### src/rtl/mem_access_stage_pkg.sv
// Shared constants for the memory-access stage: load/store funct3 codes,
// data-memory size codes and the stage state encoding.
package mem_access_stage_pkg;

    localparam logic [2:0] F3_LB  = 3'b000;
    localparam logic [2:0] F3_LH  = 3'b001;
    localparam logic [2:0] F3_LW  = 3'b010;
    localparam logic [2:0] F3_LBU = 3'b100;
    localparam logic [2:0] F3_LHU = 3'b101;
    localparam logic [2:0] F3_SB  = 3'b000;
    localparam logic [2:0] F3_SH  = 3'b001;
    localparam logic [2:0] F3_SW  = 3'b010;

    localparam logic [1:0] MEM_SIZE_BYTE = 2'b00;
    localparam logic [1:0] MEM_SIZE_HALF = 2'b01;
    localparam logic [1:0] MEM_SIZE_WORD = 2'b10;

    typedef enum logic [1:0] {
        ST_IDLE      = 2'd0,
        ST_STORE     = 2'd1,
        ST_LOAD_REQ  = 2'd2,
        ST_LOAD_WAIT = 2'd3
    } stage_state_e;

    // Reserved size encoding 11 is widened to a word access.
    function automatic logic [1:0] store_size(input logic [2:0] funct3);
        logic [1:0] size;
        case (funct3[1:0])
            2'b00:   size = MEM_SIZE_BYTE;
            2'b01:   size = MEM_SIZE_HALF;
            default: size = MEM_SIZE_WORD;
        endcase
        return size;
    endfunction

endpackage

### src/rtl/mem_access_stage_if.sv
// Data-memory request/response bus; master is the pipeline stage, slave is
// the data memory.
interface mem_access_stage_if #(
    parameter int ADDR_W = 32,
    parameter int XLEN   = 32
) ();
    logic [ADDR_W-1:0] addr;
    logic              r_enable;
    logic              w_enable;
    logic [1:0]        w_size;
    logic [XLEN-1:0]   w_data;
    logic [XLEN-1:0]   r_data;
    logic              ready;

    modport master (
        output addr, r_enable, w_enable, w_size, w_data,
        input  r_data, ready
    );

    modport slave (
        input  addr, r_enable, w_enable, w_size, w_data,
        output r_data, ready
    );
endinterface

### src/rtl/mem_access_stage_load_extend.sv
// Sign/zero extension of lane-aligned load data according to the load funct3.
module load_extend
    import mem_access_stage_pkg::*;
#(
    parameter int XLEN = 32
) (
    input  logic [2:0]      funct3,
    input  logic [XLEN-1:0] raw_data,
    output logic [XLEN-1:0] ext_data
);

    // Unlisted encodings fall through to a full-word result.
    always_comb begin
        ext_data = raw_data;
        case (funct3)
            F3_LB:   ext_data = {{(XLEN-8){raw_data[7]}}, raw_data[7:0]};
            F3_LH:   ext_data = {{(XLEN-16){raw_data[15]}}, raw_data[15:0]};
            F3_LBU:  ext_data = {{(XLEN-8){1'b0}}, raw_data[7:0]};
            F3_LHU:  ext_data = {{(XLEN-16){1'b0}}, raw_data[15:0]};
            F3_LW:   ext_data = raw_data;
            default: ext_data = raw_data;
        endcase
    end

endmodule

### src/rtl/mem_access_stage.sv
// Memory-access pipeline stage: passes ALU results through, issues loads and
// stores to data memory and retires a single-cycle result to writeback.
module mem_access_stage
    import mem_access_stage_pkg::*;
#(
    parameter int ADDR_W = 32,
    parameter int XLEN   = 32
) (
    input  logic              clk,
    input  logic              reset,
    input  logic              in_valid,
    output logic              in_ready,
    input  logic              in_load,
    input  logic              in_store,
    input  logic [2:0]        in_funct3,
    input  logic [ADDR_W-1:0] in_addr,
    input  logic [XLEN-1:0]   in_wdata,
    input  logic [XLEN-1:0]   in_result,
    input  logic [4:0]        in_rd,
    input  logic              in_reg_we,
    mem_access_stage_if.master mem_if,
    output logic              out_valid,
    output logic [4:0]        out_rd,
    output logic [XLEN-1:0]   out_data,
    output logic              out_reg_we
);

    stage_state_e      state_q;
    logic [2:0]        funct3_q;
    logic              in_ready_q;
    logic [ADDR_W-1:0] addr_q;
    logic              r_enable_q;
    logic              w_enable_q;
    logic [1:0]        w_size_q;
    logic [XLEN-1:0]   w_data_q;
    logic              out_valid_q;
    logic [4:0]        out_rd_q;
    logic [XLEN-1:0]   out_data_q;
    logic              out_reg_we_q;
    logic [XLEN-1:0]   ext_data_s;

    load_extend #(.XLEN(XLEN)) u_load_extend (
        .funct3   (funct3_q),
        .raw_data (mem_if.r_data),
        .ext_data (ext_data_s)
    );

    // Stage FSM; every output is a register. addr_q is left untouched in
    // LOAD_WAIT so data memory keeps selecting the same read lanes.
    always_ff @(posedge clk or posedge reset) begin
        if (reset) begin
            state_q      <= ST_IDLE;
            funct3_q     <= 3'b000;
            in_ready_q   <= 1'b1;
            addr_q       <= {ADDR_W{1'b0}};
            r_enable_q   <= 1'b0;
            w_enable_q   <= 1'b0;
            w_size_q     <= 2'b00;
            w_data_q     <= {XLEN{1'b0}};
            out_valid_q  <= 1'b0;
            out_rd_q     <= 5'd0;
            out_data_q   <= {XLEN{1'b0}};
            out_reg_we_q <= 1'b0;
        end else begin
            out_valid_q <= 1'b0;
            r_enable_q  <= 1'b0;
            w_enable_q  <= 1'b0;
            case (state_q)
                ST_IDLE: begin
                    if (in_valid) begin
                        funct3_q <= in_funct3;
                        out_rd_q <= in_rd;
                        if (in_load) begin
                            state_q      <= ST_LOAD_REQ;
                            in_ready_q   <= 1'b0;
                            r_enable_q   <= 1'b1;
                            addr_q       <= in_addr;
                            out_reg_we_q <= in_reg_we;
                        end else if (in_store) begin
                            state_q      <= ST_STORE;
                            in_ready_q   <= 1'b0;
                            w_enable_q   <= 1'b1;
                            addr_q       <= in_addr;
                            w_data_q     <= in_wdata;
                            w_size_q     <= store_size(in_funct3);
                            out_valid_q  <= 1'b1;
                            out_reg_we_q <= 1'b0;
                        end else begin
                            out_valid_q  <= 1'b1;
                            out_data_q   <= in_result;
                            out_reg_we_q <= in_reg_we;
                        end
                    end
                end
                ST_STORE: begin
                    state_q    <= ST_IDLE;
                    in_ready_q <= 1'b1;
                end
                ST_LOAD_REQ: begin
                    state_q <= ST_LOAD_WAIT;
                end
                ST_LOAD_WAIT: begin
                    if (mem_if.ready) begin
                        out_data_q  <= ext_data_s;
                        out_valid_q <= 1'b1;
                        state_q     <= ST_IDLE;
                        in_ready_q  <= 1'b1;
                    end
                end
                default: begin
                    state_q    <= ST_IDLE;
                    in_ready_q <= 1'b1;
                end
            endcase
        end
    end

    assign in_ready        = in_ready_q;
    assign mem_if.addr     = addr_q;
    assign mem_if.r_enable = r_enable_q;
    assign mem_if.w_enable = w_enable_q;
    assign mem_if.w_size   = w_size_q;
    assign mem_if.w_data   = w_data_q;
    assign out_valid       = out_valid_q;
    assign out_rd          = out_rd_q;
    assign out_data        = out_data_q;
    assign out_reg_we      = out_reg_we_q;

endmodule
### src/flat_wrapper.sv
// flat-port wrapper written by rule: the top's interface ports become plain ports
module mem_access_stage_flat import mem_access_stage_pkg::*;
#(
    parameter int ADDR_W = 32,
    parameter int XLEN   = 32
)
  (clk, reset, in_valid, in_ready, in_load, in_store, in_funct3, in_addr, in_wdata, in_result, in_rd, in_reg_we, out_valid, out_rd, out_data, out_reg_we, mem_if_addr, mem_if_r_enable, mem_if_w_enable, mem_if_w_size, mem_if_w_data, mem_if_r_data, mem_if_ready);
  mem_access_stage_if #(.ADDR_W(ADDR_W), .XLEN(XLEN)) mem_if_i ();
  input  logic clk;
  input  logic reset;
  input  logic in_valid;
  output logic in_ready;
  input  logic in_load;
  input  logic in_store;
  input  logic [2:0] in_funct3;
  input  logic [ADDR_W-1:0] in_addr;
  input  logic [XLEN-1:0] in_wdata;
  input  logic [XLEN-1:0] in_result;
  input  logic [4:0] in_rd;
  input  logic in_reg_we;
  output logic out_valid;
  output logic [4:0] out_rd;
  output logic [XLEN-1:0] out_data;
  output logic out_reg_we;
  output wire logic [$bits(mem_if_i.addr)-1:0] mem_if_addr;
  output wire logic [$bits(mem_if_i.r_enable)-1:0] mem_if_r_enable;
  output wire logic [$bits(mem_if_i.w_enable)-1:0] mem_if_w_enable;
  output wire logic [$bits(mem_if_i.w_size)-1:0] mem_if_w_size;
  output wire logic [$bits(mem_if_i.w_data)-1:0] mem_if_w_data;
  input wire logic [$bits(mem_if_i.r_data)-1:0] mem_if_r_data;
  input wire logic [$bits(mem_if_i.ready)-1:0] mem_if_ready;
  assign mem_if_addr = mem_if_i.addr;
  assign mem_if_r_enable = mem_if_i.r_enable;
  assign mem_if_w_enable = mem_if_i.w_enable;
  assign mem_if_w_size = mem_if_i.w_size;
  assign mem_if_w_data = mem_if_i.w_data;
  assign mem_if_i.r_data = mem_if_r_data;
  assign mem_if_i.ready = mem_if_ready;
  mem_access_stage #(.ADDR_W(ADDR_W), .XLEN(XLEN)) u_core (.clk(clk), .reset(reset), .in_valid(in_valid), .in_ready(in_ready), .in_load(in_load), .in_store(in_store), .in_funct3(in_funct3), .in_addr(in_addr), .in_wdata(in_wdata), .in_result(in_result), .in_rd(in_rd), .in_reg_we(in_reg_we), .mem_if(mem_if_i), .out_valid(out_valid), .out_rd(out_rd), .out_data(out_data), .out_reg_we(out_reg_we));
endmodule
### config.mk
export PLATFORM = sky130hd
export DESIGN_NAME = mem_access_stage_flat
export DESIGN_NICKNAME = d
export VERILOG_FILES = /design/src/rtl/mem_access_stage_pkg.sv /design/src/rtl/mem_access_stage_if.sv /design/src/rtl/mem_access_stage_load_extend.sv /design/src/rtl/mem_access_stage.sv /design/src/flat_wrapper.sv
export SDC_FILE = /design/constraint.sdc
export NUM_CORES = 1
export LEC_CHECK = 0
export CAP_MARGIN = 5
export CORE_UTILIZATION = 43
export DETAILED_ROUTE_END_ITERATION = 7
export GPL_ROUTABILITY_DRIVEN = 1
export GPL_TIMING_DRIVEN = 1
export PLACE_DENSITY = 0.94
export SETUP_SLACK_MARGIN = 0.4
export SYNTH_ARGS = -nofsm -noshare
export SYNTH_HDL_FRONTEND = slang
export SYNTH_SLANG_ARGS = --single-unit
### constraint.sdc
create_clock -name clk -period 7.9 [get_ports clk]
set_input_delay 1.58 -clock clk [delete_from_list [all_inputs] [get_ports clk]]
set_output_delay 1.58 -clock clk [all_outputs]
set_load 0.03 [all_outputs]
* After elaboration in Yosys (flattened, before gate mapping)
Index checks and enable logic that the tools add are counted. W data, S select, Z words.
Cells by class: multiply operators 0, divide/modulo/power cells 0, multiplexer cells 32, reduce and logical (&&, ||, !) cells 12, bitwise gates (word level) 1, magnitude comparators 0, shifts and indexed selects 0, add/subtract/negate cells 0, equality and inequality tests 12
Operators by type and width (count):
- $mux W32 | 6
- $pmux W32 S4 | 1
- $pmux W32 S2 | 1
- $mux W1 | 16
- $mux W2 | 4
- $ne A2 B2 Y1 const B | 4
- $pmux W2 S4 | 1
- $reduce_and A4 Y1 | 2
- $eq A3 B3 Y1 const B | 2
- $reduce_and A3 Y1 | 2
- $reduce_and A5 Y1 | 1
- $eq A2 B1 Y1 const B | 2
- $eq A2 B2 Y1 const B | 2
- $logic_not A2 Y1 | 2
- $pmux W2 S2 | 1
- $reduce_bool A2 Y1 | 2
- $eq A3 B1 Y1 const B | 1
- $logic_not A3 Y1 | 1
- $ne A3 B3 Y1 const B | 1
- $pmux W1 S3 | 1
- $reduce_bool A3 Y1 | 1
- $pmux W1 S2 | 1
- $reduce_and A2 Y1 | 1
- $not A1 Y1 | 1
Word-level totals: memories 0, bits in latches 0, word-level logic and storage cells 69, register bits after elaboration 113, output and inout port bits 108, ROM bits 0, input port bits 143, memory bits (writable) 0

* Logic depth before layout (Yosys ltp)
Gate-level depths: netlist (run 1).
depth after elaboration 4, gate-level depth with buffers 7, depth with buffers taken out 5

* Cells and area by module
From an unflattened synthesis (run 1), not the netlist that was laid out.
Unflattened totals: cell total of the unflattened synthesis 370, area total of the unflattened synthesis 5098.6 sq um
By module, submodules not included:
- mem_access_stage | seq. area each 2829.0 sq um, cells each 303, instances 1, area each 4743.3 sq um
- load_extend | seq. area each 0.0 sq um, cells each 67, instances 1, area each 355.3 sq um

* Worst setup path after synthesis (run 1)
No wires, ideal clock.
kind input port to flip-flop, start input port in_load, end register u_core.out_data_q[0], in the netlist u_core.out_data[0], buffers on the path 1, path slack 4915 ps, data required time 7775 ps, library setup time 125 ps, data arrival time 2860 ps, stages on the path 4, cells stage by stage or3b_1 > a211oi_2 > buf_4 > mux2_2
On the way: cells in the longest elaborated chain, start to end 2
Ends and longest elaborated chain:
- from (decl) | RTL line flat_wrapper.sv:13 | input logic in_load;
- $ne A2 B2 Y1 (no source line)
- $reduce_and A5 Y1 (no source line)
- to (signal assigned) | RTL line mem_access_stage.sv:62 | out_data_q <= {XLEN{1'b0}};
- to (signal assigned) | RTL line mem_access_stage.sv:90 | out_data_q <= in_result;
- to (signal assigned) | RTL line mem_access_stage.sv:104 | out_data_q <= ext_data_s;
- to (decl) | RTL line mem_access_stage.sv:38 | logic [XLEN-1:0] out_data_q;
No other way between the ends. A chain may end at the register's enable or synchronous reset.

* Worst setup path in the final report (run 1)
start input port in_valid, end register u_core.out_data_q[4], in the netlist u_core.out_data[4]
On the way: cells in the longest elaborated chain, start to end 2
Ends and longest elaborated chain:
- from (decl) | RTL line flat_wrapper.sv:11 | input logic in_valid;
- $ne A2 B2 Y1 (no source line)
- $reduce_and A5 Y1 (no source line)
No other way between the ends.

==> flow_metrics.env, run 1 <==
export IMPL_grt_usage_pct=24.5
export IMPL_crit_path_cell_trace="clkdlybuf4s50_1 -> or3b_1 -> a211oi_4 -> buf_4 -> mux2_2"
export IMPL_grt_max_degree=61
export IMPL_portBuffers=250
export IMPL_postCtsSetupRepairBufs=0
export IMPL_critPathSlowestCell="clkdlybuf4s50_1"
export IMPL_syn_num_nets=495
export IMPL_synth_edf_count=0
export IMPL_final_common_cell="clkdlybuf4s50_1"
export IMPL_layout_min_cycle_time_ps=3360
export IMPL_synth_area_top_cells="dfrtp_1 (57%), mux2_2 (24%), a221o_1 (2.8%), mux2i_1 (2.8%), and3_1 (2.0%)"
export IMPL_fp_row_count=38
export IMPL_holdCritPathClass="reg2reg"
export IMPL_die_h_um=109
export IMPL_nets=745
export IMPL_root_buffer="clkbuf_16"
export IMPL_final_antenna_net_count=0
export IMPL_ys_flop_type="dfrtp_1"
export IMPL_area_delta_synth_final_pct=65.3
export IMPL_fmax_mhz=298
export IMPL_swShare_pct=38.8
export IMPL_crit_family="buffers and inverters"
export IMPL_holdBufCountCts=0
export IMPL_critPathMaxFanout=32
export IMPL_dieArea_um2=11900
export IMPL_cts_buffers=17
export IMPL_routedWlPerCell_um=19.1
export IMPL_slew_headroom_pct=27.8
export IMPL_cts_tree="yes"
export IMPL_post_dp_hpwl_um=10300
export IMPL_drt_initial_drc_count=173
export IMPL_internal_power_mw=2.28
export IMPL_wl_um=14400
export IMPL_start_util_pct=44.9
export IMPL_layout_cells_non_filler=750
export IMPL_min_from="u_core.mem_if.addr[19]$_DFFE_PP0P_"
export IMPL_clockBufferDepth=2
export IMPL_finalMaxSlewViolations=0
export IMPL_post_cts_resized=0
export IMPL_first_pass_iters=4
export IMPL_gp_congestion=0.778
export IMPL_vias_per_cell=5.19
export IMPL_clock_sinks=113
export IMPL_clk_pin_slew_ps=50
export IMPL_drive_gt1_share_pct=23.4
export IMPL_p_switching_mw=1.44
export IMPL_ys_seq_elements=113
export IMPL_power_density_nw_per_um2=457
export IMPL_fin_hold_ws_ps=501
export IMPL_synth_top_area_share_pct=56.9
export IMPL_n_fill_cell=712
export IMPL_finalSetupViolations=0
export IMPL_syn_inst=347
export IMPL_async_flop_share_pct=100
export IMPL_die_w_um=109
export IMPL_ir_drop_mv=0.298
export IMPL_grt_pass1_vias=4246
export IMPL_r2r_start="u_core.state_q[1]$_DFFE_PP0P_"
export IMPL_yosysUniqueCellTypes=29
export IMPL_netlist_area_um2=4930
export IMPL_grt_pass1_wl_um=21300
export IMPL_min_period_over_period_pct=42.5
export IMPL_fin_worst_skew_ps=5.64
export IMPL_io_pins=251
export IMPL_htreeDepth=4
export IMPL_max_cap_violations=0
export IMPL_combPwrFrac_pct=51.0
export IMPL_core_um2=11000
export IMPL_syn_avg_cell_area_um2=14.2
export IMPL_pwr_share_clk_pct=20.5
export IMPL_grt_antenna_before_repair=0
export IMPL_cp_data_required_time_ps=8180
export IMPL_synth_seq_area_share_pct=57.4
export IMPL_yosysWarnings=0
export IMPL_clk_latency_ps=400
export IMPL_rrSetupSlack_ps=5520
export IMPL_tightestPinTransition_ps=1080
export IMPL_fin_tns_setup_ps=0
export IMPL_crit_buf_inv=2
export IMPL_cp_data_arrival_time_ps=3640
export IMPL_vias=3890
export IMPL_status="complete, no violations"
export IMPL_finalHoldViolCount=0
export IMPL_yosys_area_top_type="dfrtp_1"
export IMPL_cp_end_kind="flop"
export IMPL_overflow=0
export IMPL_num_antenna_cells=0
export IMPL_drcViolationCount=0
export IMPL_leakagePower_nw=3.56
export IMPL_placedCellCount=718
export IMPL_worstSetupStartpointType="input port"
export IMPL_final_cell_mix="clkdlybuf4s50_1 (250), dfrtp_1 (112), mux2_2 (104)"
export IMPL_max_stage_delay_ps=570
export IMPL_crit_path_start="in_valid"
export IMPL_rsz0062_at_grt="false"
export IMPL_pwr_share_seq_pct=28.5
export IMPL_path_class="in2reg"
## flip-flops by register name (all words and copies together) (netlist names)
name                    cells
u_core.mem_if.addr         32
u_core.state_q              2
u_core.in_ready             1
u_core.funct3_q             3
u_core.out_reg_we           1
u_core.mem_if.w_data       32
u_core.out_data            32
u_core.mem_if.w_size        2
u_core.mem_if.r_enable      1
u_core.out_rd               5
u_core.out_valid            1
u_core.mem_if.w_enable      1
## per-layer routing
layer / share of wire, % / track usage, %
met4: 2.1 / 9.27
met1: 35 / 24.7
met2: 53 / 43.9
met3: 9.9 / 11.0
met5: 0 / 0
## through the flow
| stage | area, um2 | utilization, % | power (mW) | worst slack, ps |
|---|---|---|---|---|
| after floorplan | 4930 | - | 2.17 | 3330 |
| after detailed placement | 7550 | 68.8 | 2.97 | 4130 |
| after global routing | 8150 | 74.2 | 3.90 | 4480 |
| after CTS | 8150 | 74.2 | 3.76 | 4550 |
| final | 8150 | 74.2 | 3.72 | 4540 |
| after global placement | 7550 | 68.8 | 2.90 | 4190 |
## cell families after synthesis
logic type | count (synthesis) | synth area share (%)
multiplexers | 118 | 26.6
adder cells (fa/ha/maj) | 5 | 1.27
flip-flops | 113 | 57.4
AO/OA/AOI/OAI | 41 | 7.57
buffers and inverters | 40 | 3.30
AND/OR/NAND/NOR | 30 | 3.86
## final cells by class
class / count / area (um2) / area share, %
Sequential cell: 113 / 2830 / 34.7
Timing Repair Buffer: 255 / 2540 / 31.2
Multi-Input combinational cell: 194 / 1940 / 23.9
Clock buffer: 22 / 464 / 5.70
Tap cell: 140 / 175 / 2.15
Clock inverter: 10 / 134 / 1.64
Inverter: 16 / 62.6 / 0.768
## synthesized netlist by cell type (all sizes together) (3+ instances only)
library cell / n
nand2: 3
a221oi: 10
a221o: 14
and3: 16
buf: 4
mux2i: 14
inv: 16
o211a: 8
dfrtp: 112
ha: 5
nor2: 3
clkbuf: 20
mux2: 104
## power groups by stage
stage                     combinational [mW]  sequential [mW]  clock [mW]
after global routing                    1.99             1.10       0.805
final                                   1.90             1.06       0.765
after floorplan                        0.594             1.58           0
after CTS                               1.92             1.06       0.777
after global placement                  1.86             1.05           0
after detailed placement                1.91             1.07           0
## path summary, 6_finish.rpt
check                           cells past startpoint                             endpoint
worst min register to register                      1   u_core.mem_if.addr[19]$_DFFE_PP0P_
worst max-delay path                                5       u_core.out_data[4]$_DFFE_PP0P_
worst max register to register                      5      u_core.out_data[29]$_DFFE_PP0P_
max in group asynchronous                           3  u_core.mem_if.w_data[8]$_DFFE_PP0P_
min in group asynchronous                           2    u_core.mem_if.addr[6]$_DFFE_PP0P_
worst min-delay path                                1   u_core.mem_if.addr[19]$_DFFE_PP0P_
(Power assumes the default switching activity.)
==> run 2, diff against run 1 <==
--- a/config.mk
+++ b/config.mk
@@ -6,11 +6,11 @@
 export NUM_CORES = 1
 export LEC_CHECK = 0
 export CAP_MARGIN = 5
-export CORE_UTILIZATION = 43
+export CORE_UTILIZATION = 40
 export DETAILED_ROUTE_END_ITERATION = 7
 export GPL_ROUTABILITY_DRIVEN = 1
 export GPL_TIMING_DRIVEN = 1
-export PLACE_DENSITY = 0.94
+export PLACE_DENSITY = 0.88
 export SETUP_SLACK_MARGIN = 0.4
 export SYNTH_ARGS = -nofsm -noshare
 export SYNTH_HDL_FRONTEND = slang
==> constraint.sdc (replaced) <==
create_clock -name clk -period 3.2 [get_ports clk]
set_input_delay 0.64 -clock clk [delete_from_list [all_inputs] [get_ports clk]]
set_output_delay 0.64 -clock clk [all_outputs]
set_load 0.03 [all_outputs]
==> run 2 against run 1 <==
Against the previous run: sequential share of layout area fell by 0.42 points; sequential power is 150% higher; final cell count increased by 0.93%; clock-buffer cell count decreased by 1; clock power increased to 2.7 times the previous value; power rose to 2.5 times the previous value; via count is 0.85% higher; largest cell class unchanged; global-route usage down 1.2 points; clock skew is 1.8 ps higher.
==> flow_metrics.env, run 2 (synthesis gave the netlist of run 1 again) <==
export IMPL_final_antenna_net_count=0
export IMPL_post_route_util_pct=68.7
export IMPL_drt_initial_drc_count=266
export IMPL_holdBufCountCts=0
export IMPL_clock_sinks=113
export IMPL_post_cts_resized=0
export IMPL_portBuffers=250
export IMPL_layout_min_cycle_time_ps=2380
export IMPL_nets=746
export IMPL_pwr_share_clk_pct=21.8
export IMPL_grt_pass1_vias=4370
export IMPL_worstSetupStartpointType="flop"
export IMPL_routedWlPerCell_um=18.6
export IMPL_combPwrFrac_pct=50.1
export IMPL_grt_pass1_wl_um=22400
export IMPL_power_density_nw_per_um2=1140
export IMPL_core_um2=12000
export IMPL_fmax_mhz=421
export IMPL_rsz0062_at_grt="false"
export IMPL_placedCellCount=726
export IMPL_crit_end="u_core.out_data[30]$_DFFE_PP0P_"
export IMPL_ir_drop_mv=0.707
export IMPL_fin_hold_ws_ps=495
export IMPL_cp_data_required_time_ps=3520
export IMPL_clk_latency_ps=410
export IMPL_cts_tree="yes"
export IMPL_num_antenna_cells=0
export IMPL_slew_headroom_pct=28.1
export IMPL_regToRegEndpoint="u_core.out_data[30]$_DFFE_PP0P_"
export IMPL_fin_tns_setup_ps=0
export IMPL_min_period_over_period_pct=74.3
export IMPL_first_pass_iters=4
export IMPL_grt_antenna_before_repair=0
export IMPL_fp_row_count=40
export IMPL_holdCritPathClass="reg2reg"
export IMPL_status="complete, no violations"
export IMPL_clk_pin_slew_ps=50
export IMPL_cts_buffers=17
export IMPL_fin_worst_skew_ps=7.40
export IMPL_die_w_um=113
export IMPL_wl_um=14100
export IMPL_cp_data_arrival_time_ps=2700
export IMPL_cp_end_kind="flop"
export IMPL_n_fill_cell=856
export IMPL_postCtsSetupRepairBufs=0
export IMPL_start_util_pct=41.0
export IMPL_grt_usage_pct=23.3
export IMPL_final_common_cell="clkdlybuf4s50_1"
export IMPL_dieArea_um2=12800
export IMPL_vias_per_cell=5.18
export IMPL_tightestPinTransition_ps=1070
export IMPL_root_buffer="clkbuf_16"
export IMPL_leakagePower_nw=3.58
export IMPL_drcViolationCount=0
export IMPL_final_cell_mix="clkdlybuf4s50_1 (250), dfrtp_1 (112), mux2_2 (104)"
export IMPL_overflow=0
export IMPL_p_switching_mw=3.57
export IMPL_gp_congestion=0.776
export IMPL_finalSetupViolations=0
export IMPL_clockBufferDepth=2
export IMPL_stdcell_area_um2=8250
export IMPL_post_dp_hpwl_um=10300
export IMPL_htreeDepth=4
export IMPL_io_pins=251
export IMPL_layout_cells_non_filler=757
export IMPL_vias=3923
export IMPL_max_cap_violations=0
export IMPL_pwr_share_seq_pct=28.0
export IMPL_area_delta_synth_final_pct=67.4
export IMPL_path_class="reg2reg"
export IMPL_critPathMaxFanout=16
export IMPL_rrSetupSlack_ps=820
export IMPL_r2r_start="u_core.state_q[1]$_DFFE_PP0P_"
export IMPL_finalHoldViolCount=0
export IMPL_drive_gt1_share_pct=23.6
export IMPL_swShare_pct=38.0
export IMPL_r2r_cells=4
export IMPL_finalMaxSlewViolations=0
export IMPL_grt_max_degree=50
export IMPL_postPlaceCellArea_um2=7610
export IMPL_die_h_um=113
export IMPL_crit_path_start="u_core.state_q[1]$_DFFE_PP0P_"
export IMPL_internal_power_mw=5.81
[run 2: cell types whose count changed in the layout (fill, tap and decap cells not counted), moves of 2 or more]
cell        previous run  this run
buf_12                 0         3
buf_4                  5         3
bufinv_16              3         5
clkinv_2               4         2
clkinvlp_4             2         4
[run 2: routing by layer]
layer	GRT usage [%]	wire [um]	up-vias
met5	0	0	-
met4	8.16	197	0
met3	9.69	1350	18
met2	41.7	7480	198
met1	24.4	5090	1934
li1	-	-	1773
[run 2: cell type report]
cell class	count	area (um2)	share of cell area [%]
Sequential cell	113	2830	34.3
Timing Repair Buffer	256	2580	31.3
Multi-Input combinational cell	194	1940	23.6
Clock buffer	21	460	5.58
Tap cell	147	184	2.23
Clock inverter	10	183	2.21
Inverter	16	63.8	0.774
[run 2: worst min-delay path by stage]
stage                     cells past startpoint  slack [ps]                                  end                                 from
after detailed placement                      2         480  u_core.mem_if.w_size[0]$_DFFE_PP0P_  u_core.mem_if.w_size[0]$_DFFE_PP0P_
after global placement                        2         470  u_core.mem_if.w_size[0]$_DFFE_PP0P_  u_core.mem_if.w_size[0]$_DFFE_PP0P_
final                                         2         500  u_core.mem_if.w_size[0]$_DFFE_PP0P_  u_core.mem_if.w_size[0]$_DFFE_PP0P_
after global routing                          1         520      u_core.out_data[20]$_DFFE_PP0P_      u_core.out_data[20]$_DFFE_PP0P_
after floorplan                               1         540       u_core.funct3_q[2]$_DFFE_PP0P_       u_core.funct3_q[2]$_DFFE_PP0P_
after CTS                                     2         500  u_core.mem_if.w_size[0]$_DFFE_PP0P_  u_core.mem_if.w_size[0]$_DFFE_PP0P_
[run 2: power groups by stage]
stage,Combinational (mW),Sequential [mW],Clock [mW]
floorplan,1.47,3.89,0
global placement,4.60,2.58,0
detailed placement,4.72,2.64,0
CTS,4.75,2.63,2.08
global route,4.94,2.72,2.14
finish,4.70,2.63,2.05
[run 2: stage by stage]
step / power, mW / setup slack [ps]
2_1_floorplan: 5.36 / 1160
3_3_place_gp: 7.19 / 565
3_5_place_dp: 7.36 / 485
4_1_cts: 9.46 / 845
5_1_grt: 9.80 / 720
6_report: 9.38 / 823
[run 2: worst max-delay path, stage by stage (launching register included)]
cell and delay, ps:
dfrtp_1 380, ha_1 530, nor3b_2 960, a221oi_1 220
mux2i_1 200
